<file path="src/rtl/maze_path_solver_if.sv">
`default_nettype none
// ============================================================================
//  Module   : maze_path_solver_if
//  Purpose  : Serial maze input and path-step output bundle for
//             maze_path_solver.
//  Signals  : in_valid  - maze bit strobe (DIM*DIM consecutive cycles)
//             in        - maze bit, 1 = open, 0 = wall
//             out_valid - path step or no-path report present
//             out       - direction code 0=right 1=down 2=left 3=up
//             no_path   - goal unreachable (one cycle, with out_valid)
//  Modports : master (maze source / path sink), slave (solver)
//  Revision : 1.0 - initial release
// ============================================================================
interface maze_path_solver_if;
    logic       in_valid;
    logic       in;
    logic       out_valid;
    logic [1:0] out;
    logic       no_path;

    modport master (
        output in_valid,
        output in,
        input  out_valid,
        input  out,
        input  no_path
    );

    modport slave (
        input  in_valid,
        input  in,
        output out_valid,
        output out,
        output no_path
    );
endinterface
`default_nettype wire

</file>
<file path="src/rtl/maze_path_solver.sv">
`default_nettype none
// ============================================================================
//  Module   : maze_path_solver
//  Purpose  : Loads a DIM x DIM binary maze serially (row-major, one bit per
//             cycle), floods a wavefront outward from the goal cell
//             (DIM-1,DIM-1) in parallel across all cells, then walks from
//             (0,0) following the recorded directions, emitting one 2-bit
//             direction code per cycle. Because each cell records a
//             neighbour that was reached exactly one wavefront earlier, the
//             emitted path is a shortest path. An unreachable goal produces a
//             single no_path report cycle instead.
//  Ports    : clk   - system clock, rising edge
//             rst_n - asynchronous active-low reset
//             bus   - maze_path_solver_if.slave (in_valid, in, out_valid,
//                     out, no_path)
//  Params   : DIM   - maze side length (odd, 3..31)
//             CW    - input-bit counter width
//  Revision : 1.0 - initial release
// ============================================================================
module maze_path_solver #(
    parameter int DIM = 17,
    parameter int CW  = $clog2(DIM*DIM+1)
) (
    input  logic               clk,
    input  logic               rst_n,
    maze_path_solver_if.slave  bus
);

    localparam int C_CELLS = DIM * DIM;
    localparam int C_GOAL  = C_CELLS - 1;
    localparam int RW      = $clog2(DIM);

    localparam logic [2:0] S_IDLE   = 3'd0;
    localparam logic [2:0] S_LOAD   = 3'd1;
    localparam logic [2:0] S_FLOOD  = 3'd2;
    localparam logic [2:0] S_WALK   = 3'd3;
    localparam logic [2:0] S_REPORT = 3'd4;

    localparam logic [1:0] C_RIGHT = 2'd0;
    localparam logic [1:0] C_DOWN  = 2'd1;
    localparam logic [1:0] C_LEFT  = 2'd2;
    localparam logic [1:0] C_UP    = 2'd3;

    logic [2:0]                 r_state;
    logic [CW-1:0]              r_cnt;
    logic [CW-1:0]              r_guard;
    logic                       r_first;
    logic [C_CELLS-1:0]         r_maze;
    logic [C_CELLS-1:0]         r_vis;
    logic [C_CELLS-1:0][1:0]    r_dir;
    logic [RW-1:0]              r_cur_r;
    logic [RW-1:0]              r_cur_c;

    logic [C_CELLS-1:0]         w_grow;
    logic [C_CELLS-1:0][1:0]    w_dir_nxt;
    logic [DIM+1:0][DIM+1:0]    w_pad;
    logic [CW-1:0]              w_cur_idx;
    logic [1:0]                 w_cur_dir;
    logic [RW-1:0]              w_nxt_r;
    logic [RW-1:0]              w_nxt_c;
    logic                       w_nxt_goal;

    // ------------------------------------------------------------------
    // Visited map surrounded by a ring of permanent walls, so every cell
    // sees four in-range neighbours and border cells can never point off
    // the grid.
    // ------------------------------------------------------------------
    for (genvar pr = 0; pr < DIM + 2; pr++) begin : g_pad_row
        for (genvar pc = 0; pc < DIM + 2; pc++) begin : g_pad_col
            if (pr >= 1 && pr <= DIM && pc >= 1 && pc <= DIM) begin : g_inner
                assign w_pad[pr][pc] = r_vis[(pr-1)*DIM + (pc-1)];
            end else begin : g_border
                assign w_pad[pr][pc] = 1'b0;
            end
        end
    end

    // ------------------------------------------------------------------
    // Per-cell wavefront step. A cell joins the front when it is open,
    // not yet visited, and any neighbour was visited in the previous
    // cycle. All such neighbours sit at the same distance from the goal,
    // so the fixed priority only breaks ties between equal-length routes.
    // ------------------------------------------------------------------
    for (genvar gr = 0; gr < DIM; gr++) begin : g_row
        for (genvar gc = 0; gc < DIM; gc++) begin : g_col
            localparam int IDX = gr * DIM + gc;
            logic w_vr;
            logic w_vd;
            logic w_vl;
            logic w_vu;

            assign w_vr = w_pad[gr+1][gc+2];
            assign w_vd = w_pad[gr+2][gc+1];
            assign w_vl = w_pad[gr+1][gc];
            assign w_vu = w_pad[gr][gc+1];

            assign w_grow[IDX] = r_maze[IDX] & ~r_vis[IDX] &
                                 (w_vr | w_vd | w_vl | w_vu);

            assign w_dir_nxt[IDX] = !w_grow[IDX] ? r_dir[IDX] :
                                    w_vr         ? C_RIGHT    :
                                    w_vd         ? C_DOWN     :
                                    w_vl         ? C_LEFT     : C_UP;
        end
    end

    // ------------------------------------------------------------------
    // Walk pointer: direction of the current cell and the cell it leads to.
    // ------------------------------------------------------------------
    assign w_cur_idx = CW'(r_cur_r) * CW'(DIM) + CW'(r_cur_c);
    assign w_cur_dir = r_dir[w_cur_idx];

    always_comb begin
        w_nxt_r = r_cur_r;
        w_nxt_c = r_cur_c;
        case (w_cur_dir)
            C_RIGHT: w_nxt_c = r_cur_c + RW'(1);
            C_DOWN:  w_nxt_r = r_cur_r + RW'(1);
            C_LEFT:  w_nxt_c = r_cur_c - RW'(1);
            default: w_nxt_r = r_cur_r - RW'(1);
        endcase
    end

    assign w_nxt_goal = (w_nxt_r == RW'(DIM-1)) && (w_nxt_c == RW'(DIM-1));

    // ------------------------------------------------------------------
    // Control FSM and storage.
    // ------------------------------------------------------------------
    always_ff @(posedge clk or negedge rst_n) begin
        if (!rst_n) begin
            r_state <= S_IDLE;
            r_cnt   <= '0;
            r_guard <= '0;
            r_first <= 1'b0;
            r_maze  <= '0;
            r_vis   <= '0;
            r_dir   <= '0;
            r_cur_r <= '0;
            r_cur_c <= '0;
        end else begin
            case (r_state)
                S_IDLE: begin
                    if (bus.in_valid) begin
                        r_maze[0] <= bus.in;
                        r_cnt     <= CW'(1);
                        r_vis     <= '0;
                        r_dir     <= '0;
                        r_cur_r   <= '0;
                        r_cur_c   <= '0;
                        r_state   <= S_LOAD;
                    end
                end

                S_LOAD: begin
                    if (bus.in_valid) begin
                        r_maze[r_cnt] <= bus.in;
                        r_cnt         <= r_cnt + CW'(1);
                        if (r_cnt == CW'(C_GOAL)) begin
                            r_first <= 1'b1;
                            r_guard <= '0;
                            r_state <= S_FLOOD;
                        end
                    end
                end

                S_FLOOD: begin
                    if (r_first) begin
                        // Seed the wavefront at the goal; a walled goal is
                        // unreachable by definition.
                        r_first <= 1'b0;
                        if (r_maze[C_GOAL]) begin
                            r_vis[C_GOAL] <= 1'b1;
                        end else begin
                            r_state <= S_REPORT;
                        end
                    end else begin
                        r_vis   <= r_vis | w_grow;
                        r_dir   <= w_dir_nxt;
                        r_guard <= r_guard + CW'(1);
                        if (w_grow[0]) begin
                            // Start reached this cycle: its direction is
                            // written at the same edge the walk begins.
                            r_cur_r <= '0;
                            r_cur_c <= '0;
                            r_state <= S_WALK;
                        end else if (w_grow == '0) begin
                            r_state <= S_REPORT;
                        end else if (r_guard == CW'(C_CELLS - 1)) begin
                            r_state <= S_REPORT;
                        end
                    end
                end

                S_WALK: begin
                    r_cur_r <= w_nxt_r;
                    r_cur_c <= w_nxt_c;
                    if (w_nxt_goal) begin
                        r_state <= S_IDLE;
                    end
                end

                S_REPORT: begin
                    r_state <= S_IDLE;
                end

                default: begin
                    r_state <= S_IDLE;
                end
            endcase
        end
    end

    // Outputs derive straight from state so an asynchronous reset silences
    // them immediately.
    assign bus.out_valid = (r_state == S_WALK) || (r_state == S_REPORT);
    assign bus.out       = (r_state == S_WALK) ? w_cur_dir : 2'd0;
    assign bus.no_path   = (r_state == S_REPORT);

endmodule
`default_nettype wire

</file>
<file path="src/flat_wrapper.sv">
// flat-port wrapper written by rule: the top's interface ports become plain ports
module maze_path_solver_flat 
#(
    parameter int DIM = 17,
    parameter int CW  = $clog2(DIM*DIM+1)
)
  (clk, rst_n, bus_in_valid, bus_in, bus_out_valid, bus_out, bus_no_path);
  maze_path_solver_if bus_i ();
  input  logic clk;
  input  logic rst_n;
  input wire logic [$bits(bus_i.in_valid)-1:0] bus_in_valid;
  input wire logic [$bits(bus_i.in)-1:0] bus_in;
  output wire logic [$bits(bus_i.out_valid)-1:0] bus_out_valid;
  output wire logic [$bits(bus_i.out)-1:0] bus_out;
  output wire logic [$bits(bus_i.no_path)-1:0] bus_no_path;
  assign bus_i.in_valid = bus_in_valid;
  assign bus_i.in = bus_in;
  assign bus_out_valid = bus_i.out_valid;
  assign bus_out = bus_i.out;
  assign bus_no_path = bus_i.no_path;
  maze_path_solver #(.DIM(DIM), .CW(CW)) u_core (.clk(clk), .rst_n(rst_n), .bus(bus_i));
endmodule
</file>
<file path="config.mk">
export PLATFORM = sky130hd
export DESIGN_NAME = maze_path_solver_flat
export DESIGN_NICKNAME = d
export VERILOG_FILES = /design/src/rtl/maze_path_solver_if.sv /design/src/rtl/maze_path_solver.sv /design/src/flat_wrapper.sv
export SDC_FILE = /design/constraint.sdc
export NUM_CORES = 2
export LEC_CHECK = 0
export CAP_MARGIN = 40
export CORE_ASPECT_RATIO = 1.2
export CORE_UTILIZATION = 38
export DETAILED_ROUTE_END_ITERATION = 8
export GPL_TIMING_DRIVEN = 1
export PLACE_DENSITY_LB_ADDON = 0.12
export SETUP_SLACK_MARGIN = 0.5
export SYNTH_ARGS = -nofsm -noshare
export SYNTH_HDL_FRONTEND = slang
export SYNTH_SLANG_ARGS = --single-unit
</file>
<file path="constraint.sdc">
create_clock -name clk -period 12.9 [get_ports clk]
set_input_delay 2.58 -clock clk [delete_from_list [all_inputs] [get_ports clk]]
set_output_delay 2.58 -clock clk [all_outputs]
set_load 0.01 [all_outputs]
</file>
== Yosys cells after proc, flatten, opt, wreduce, memory -nomap -nowiden ==
Cells that the tools add are included.

* Bits in registers: 1188
* Input port bits: 4
* Output and inout bits: 4

* Add/sub/neg operators: 7
* $mul: 1
* $lt $le $gt $ge: 3
* Equal/unequal tests: 307
* Muxes and demuxes: 1149
* Bitwise logic cells: 1666
* Reduce and logical (&&, ||, !) cells: 308

{| class="wikitable"
|+ Operator list
! kind !! count
|-
| $mux W2 || 835
|-
| $reduce_and A4 Y1 || 291
|-
| $mux W578 || 2
|-
| $pmux W578 S2 || 1
|-
| $or A1 B1 Y1 || 798
|-
| $ne A2 B1 Y1 const B || 291
|-
| $and A1 B1 Y1 || 578
|-
| $pmux W289 S2 || 1
|-
| $bwmux W289 || 1
|-
| $logic_not A289 Y1 || 1
|-
| $mux W289 || 1
|-
| $not A1 Y1 || 289
|-
| $or A289 B289 Y289 || 1
|-
| $mux W288 || 1
|-
| $mux W1 || 279
|-
| $mux W9 || 5
|-
| $pmux W9 S2 || 2
|-
| $pmux W5 S3 || 2
|-
| $mux W3 || 9
|-
| $lt A9 B10 Y1 const B || 2
|-
| $pmux W5 S2 || 2
|-
| $add A9 B1 Y9 const B || 2
|-
| $bmux W2 S9 || 1
|-
| $eq A9 B9 Y1 const B || 2
|-
| other kinds (28) || 44
|}

== Logic depth before layout (Yosys ltp) ==
* Word-level depth: 11
* Gate-level depth with buffers: 25

== Worst setup path before layout ==
No wires, ideal clock.

* Kind: register to output
* From: register u_core.r_cur_r[4]
* To: output port bus_out[1]
* Arrival time: 3.711 ns
* Slack: 6.609 ns
* Cell stages (with the launch flop): 16
* Cell sequence: dfrtp_1 ha_1 ha_1 inv_1 fa_1 inv_1 ha_1 clkbuf_1 o21a_1 and2_1 or4_1 a2111oi_0 a31oi_1 a31oi_1 nand2_1 nor2_1

* Cells in the longest elaborated chain, start to end: 5

{| class="wikitable"
|+ RTL lines
! element !! line !! text
|-
| start, declared || maze_path_solver.sv:51 || <nowiki>logic [RW-1:0] r_cur_r;</nowiki>
|-
| start signal, assigned || maze_path_solver.sv:195 || <nowiki>r_cur_r <= w_nxt_r;</nowiki>
|-
| $mul A5 B5 Y9 || maze_path_solver.sv:110 || <nowiki>assign w_cur_idx = CW'(r_cur_r) * CW'(DIM) + CW'(r_cur_c);</nowiki>
|-
| $add A9 B5 Y9 || maze_path_solver.sv:110 ||
|-
| $bmux W2 S9 || maze_path_solver.sv:111 || <nowiki>assign w_cur_dir = r_dir[w_cur_idx];</nowiki>
|-
| $mux W2 (implied by the code) || maze_path_solver.sv:111 ||
|-
| $mux W2 || maze_path_solver.sv:216 || <nowiki>assign bus.out = (r_state == S_WALK) ? w_cur_dir : 2'd0;</nowiki>
|-
| end, declared || flat_wrapper.sv:14 || <nowiki>output wire logic [$bits(bus_i.out)-1:0] bus_out;</nowiki>
|}

No other way between the ends. The select of a mux whose other input is x is not followed.

== Final worst setup path ==
* From: register u_core.r_cur_c[2]
* To: output port bus_out[1]

* Cells in the longest elaborated chain, start to end: 4

{| class="wikitable"
|+ RTL lines
! element !! line !! text
|-
| start, declared || maze_path_solver.sv:52 || <nowiki>logic [RW-1:0] r_cur_c;</nowiki>
|-
| start signal, assigned || maze_path_solver.sv:196 || <nowiki>r_cur_c <= w_nxt_c;</nowiki>
|-
| $add A9 B5 Y9 || maze_path_solver.sv:110 ||
|-
| $bmux W2 S9 || maze_path_solver.sv:111 ||
|-
| $mux W2 (implied by the code) || maze_path_solver.sv:111 ||
|-
| $mux W2 || maze_path_solver.sv:216 ||
|}

No other way between the ends. The select of a mux whose other input is x is not followed.

==> flow_metrics.tcl <==
set metrics [dict create \
    syn_to_final_growth_pct 13.8 \
    worstMarginPinSlew_ns 1.23 \
    routed_wl_um 334000 \
    initial_utilization_pct 38.4 \
    clkLatencyLatePin_ns 0.84 \
    die_w_um 372 \
    synth_fp_nets 7016 \
    fin_worst_skew_ns 0.0358 \
    ff2ff_setup_slack_ns 5.06 \
    cts_max_path_buffers 3 \
    synth_edf_count 0 \
    syn_area_mm2 0.0625 \
    cts_setup_buffers 0 \
    gp_congestion 1.02 \
    rsz0062_at_grt "false" \
    cp-start-kind "register" \
    maxSlewHeadroom_pct 18.0 \
    antenna_found_initial 29 \
    path_clk_slew_ns 0.07 \
    drtPass1Iterations 6 \
    place_hpwl_um 234000 \
    cts_inserted_buffers 138 \
    ir_drop_mv 0.170 \
    grt_pass1_vias 56400 \
    die-height_um 446 \
    fin_crit_ns 9.69 \
    slew_viol_final 0 \
    grt_usage_pct 40.0 \
    cp_common_cell "buf_4" \
    max_freq_mhz 103 \
    drtIter0Drc 8428 \
    cp.required_ns 10.32 \
    reg2reg_depth 22 \
    cts.repair.resized 0 \
    postSynthAreaPerCell_um2 8.95 \
    path_buf_inv 6 \
    dieArea_mm2 0.166 \
    worstSetupPathType "reg2out" \
    coreArea_mm2 0.163 \
    synth.largest_area_cell "dfrtp_1" \
    finalCoreUtilization_pct 43.7 \
    crit_chain "ha_1 -> ha_1 -> ha_4 -> fa_2 -> inv_1 -> buf_4 -> nand2_1 -> o22ai_1 -> a2111oi_1 -> clkdlybuf4s15_2 -> buf_4 -> a31oi_1 -> a31oi_1 -> buf_4 -> nand2_1 -> nor2_1 -> clkdlybuf4s50_1" \
    ios 8 \
    async_reset_ff_share_pct 100 \
    leakagePower_nw 32.5 \
    nFillCells 15900 \
    vias_per_cell 6.56 \
    vias 59800 \
    syn_inst 6983 \
    seq_area_frac_synth_pct 47.5 \
    finalHoldViolCount 0 \
    fin_crit_sh_pct 75.1 \
    r2r_end "u_core.r_state[1]" \
    hold_buffers 0 \
    status "complete, no violations" \
    port_buffers 7 \
    clock-root-buffer "clkbuf_16" \
    fin_nets 6909 \
    synth_top_cell_area_share_pct 47.5 \
    worstPathArrival_ns 7.11 \
    grt_max_degree 154 \
    post_drt_wl_per_cell_um 36.6 \
    cp_slowest_cell "nand2_1" \
    min_path_cells 2 \
    synth.distinct_cells 79 \
    crit_family "buffers and inverters" \
    drv_cap 0 \
    power_density_mw_per_mm2 198 \
    cts.sinks 1187 \
    ys_warn_count 0 \
    grt_overflow 0 \
    synth_ff_type "dfrtp_1" \
    h-tree-depth 4 \
    hold_end "u_core.r_dir[466]" \
    r2r-start "u_core.r_cur_c[2]" \
    drc_errors 0 \
    hold_path_class "reg2reg" \
    fp-row-count 162 \
    cp-end-kind "output port" \
    grt_pass1_wl_um 464000 \
    cpPeakStageDelay_ns 0.81 \
    ant_nets 0 \
    layout-drive-gt1-share_pct 14.5 \
    hold_start "u_core.r_dir[466]" \
    synth_seq_cells 1187 \
    synth_area_leaders "dfrtp_1 48%, nor2_1 6.7%, nand2_1 5.0%, o21ai_0 4.2%, mux4_2 3.9%" \
    cts_tree "built" \
    fin_tns_setup_ns 0 \
    path_max_fanout 19 \
    setup-violations-final 0 \
]
==> cells in the mapped netlist, drive strengths merged, types with 9 or more instances <==
cell        n
nor4       34
o221ai     13
nor2     1122
a31oi      32
and3       12
a21o       25
ha         26
and2        9
a21oi     129
o211ai     12
o31ai     193
mux4      126
a211oi     14
o2111ai    24
nand4      18
xor2       14
o21ai     529
nor3      303
or4        25
nor2b     120
clkbuf    551
dfrtp    1187
a2111oi    25
mux2i     163
o22ai     147
or3        19
mux2      139
or2        99
nand2b     11
nand2     834
o41ai     257
inv       219
nand3     419
buf        64
==> per-layer routing <==
layer / global-route usage [%] / wire length, um
met5: 0 / 78
met4: 28.5 / 28500
met3: 10.4 / 35000
met2: 57.8 / 142000
met1: 51.7 / 128000
==> cell families (layout without fill, tap and decap cells) <==
logic type               Yosys count  after routing  synth area share (%)
AND/OR/NAND/NOR                 3041           3041                  21.3
AO/OA/AOI/OAI                   1445           1445                  15.2
flip-flops                      1187           1187                  47.5
buffers and inverters            834            827                  5.37
multiplexers                     428            428                  9.76
adder cells (fa/ha/maj)           29             29                 0.617
XOR/XNOR                          19             19                 0.266
other                              0             11                     0
==> cell usage in the layout, fill, tap and decap left out, types with 26 or more instances in the layout <==
cell and count:
o21ai_0 523, or2_2 98, nor2b_1 120, o31ai_1 188, nor4_1 33, buf_4 255
nand3_1 419, o41ai_1 233, buf_2 36, nor3_1 295, dfrtp_1 1187, a31oi_1 31
nand2_1 816, a21oi_1 129, nor2_1 1097, mux2i_1 163, clkbuf_1 38, clkbuf_8 26
mux2_2 139, clkbuf_16 142, o22ai_1 147, inv_1 217, mux4_2 108
==> where the power goes <==
part	internal, W	switching [W]
Combinational	0.00174	0.00353
Clock	0.00230	0.00176
Sequential	0.00423	0.000524
==> cell type report <==
class | count | area [um^2] | share of cell area (%)
Inverter | 219 | 822 | 1.16
Multi-Input combinational cell | 4962 | 30000 | 42.1
Clock inverter | 36 | 453 | 0.637
Clock buffer | 204 | 4040 | 5.68
Timing Repair Buffer | 368 | 3420 | 4.81
Antenna cell | 11 | 27.5 | 0.0387
Tap cell | 2132 | 2670 | 3.75
Sequential cell | 1187 | 29700 | 41.8
==> worst min-delay path, stage by stage (launching register included) <==
cell     delay [ns]
dfrtp_1        0.34
nand2_1        0.05
o41ai_1        0.05
==> state kept, by name (all words and copies together) (netlist names) <==
register,count
u_core.r_cnt,9
u_core.r_cur_c,5
u_core.r_cur_r,5
u_core.r_dir,577
u_core.r_first,1
u_core.r_guard,9
u_core.r_maze,289
u_core.r_state,3
u_core.r_vis,289
==> through the flow <==
step | setup WS, ns | hold slack (ns) | cell area (um^2) | power (W) | cells
floorplan | 6.61 | 0.435 | 62500 | 0.00788 | 6983
global placement | 3.49 | 0.450 | 65200 | 0.00982 | 8753
detailed placement | 4.33 | 0.460 | 66500 | 0.00992 | 8860
CTS | 3.42 | 0.477 | 71000 | 0.0140 | 9100
global route | 3.19 | 0.499 | 71100 | 0.0145 | 9109
finish | 3.21 | 0.478 | 71100 | 0.0141 | 9119
==> worst max-delay path by stage <==
stage / startpoint / to / depth (start not counted)
floorplan: u_core.r_cur_r[4] / bus_out[1] / 15
detailed placement: u_core.r_cur_r[2] / bus_out[1] / 17
CTS: u_core.r_cur_r[2] / bus_out[1] / 17
global placement: u_core.r_cur_r[2] / bus_out[1] / 15
global route: u_core.r_cur_r[2] / bus_out[1] / 17
finish: u_core.r_cur_c[2] / bus_out[1] / 17
Note: power is estimated with default switching activity, not from simulation.
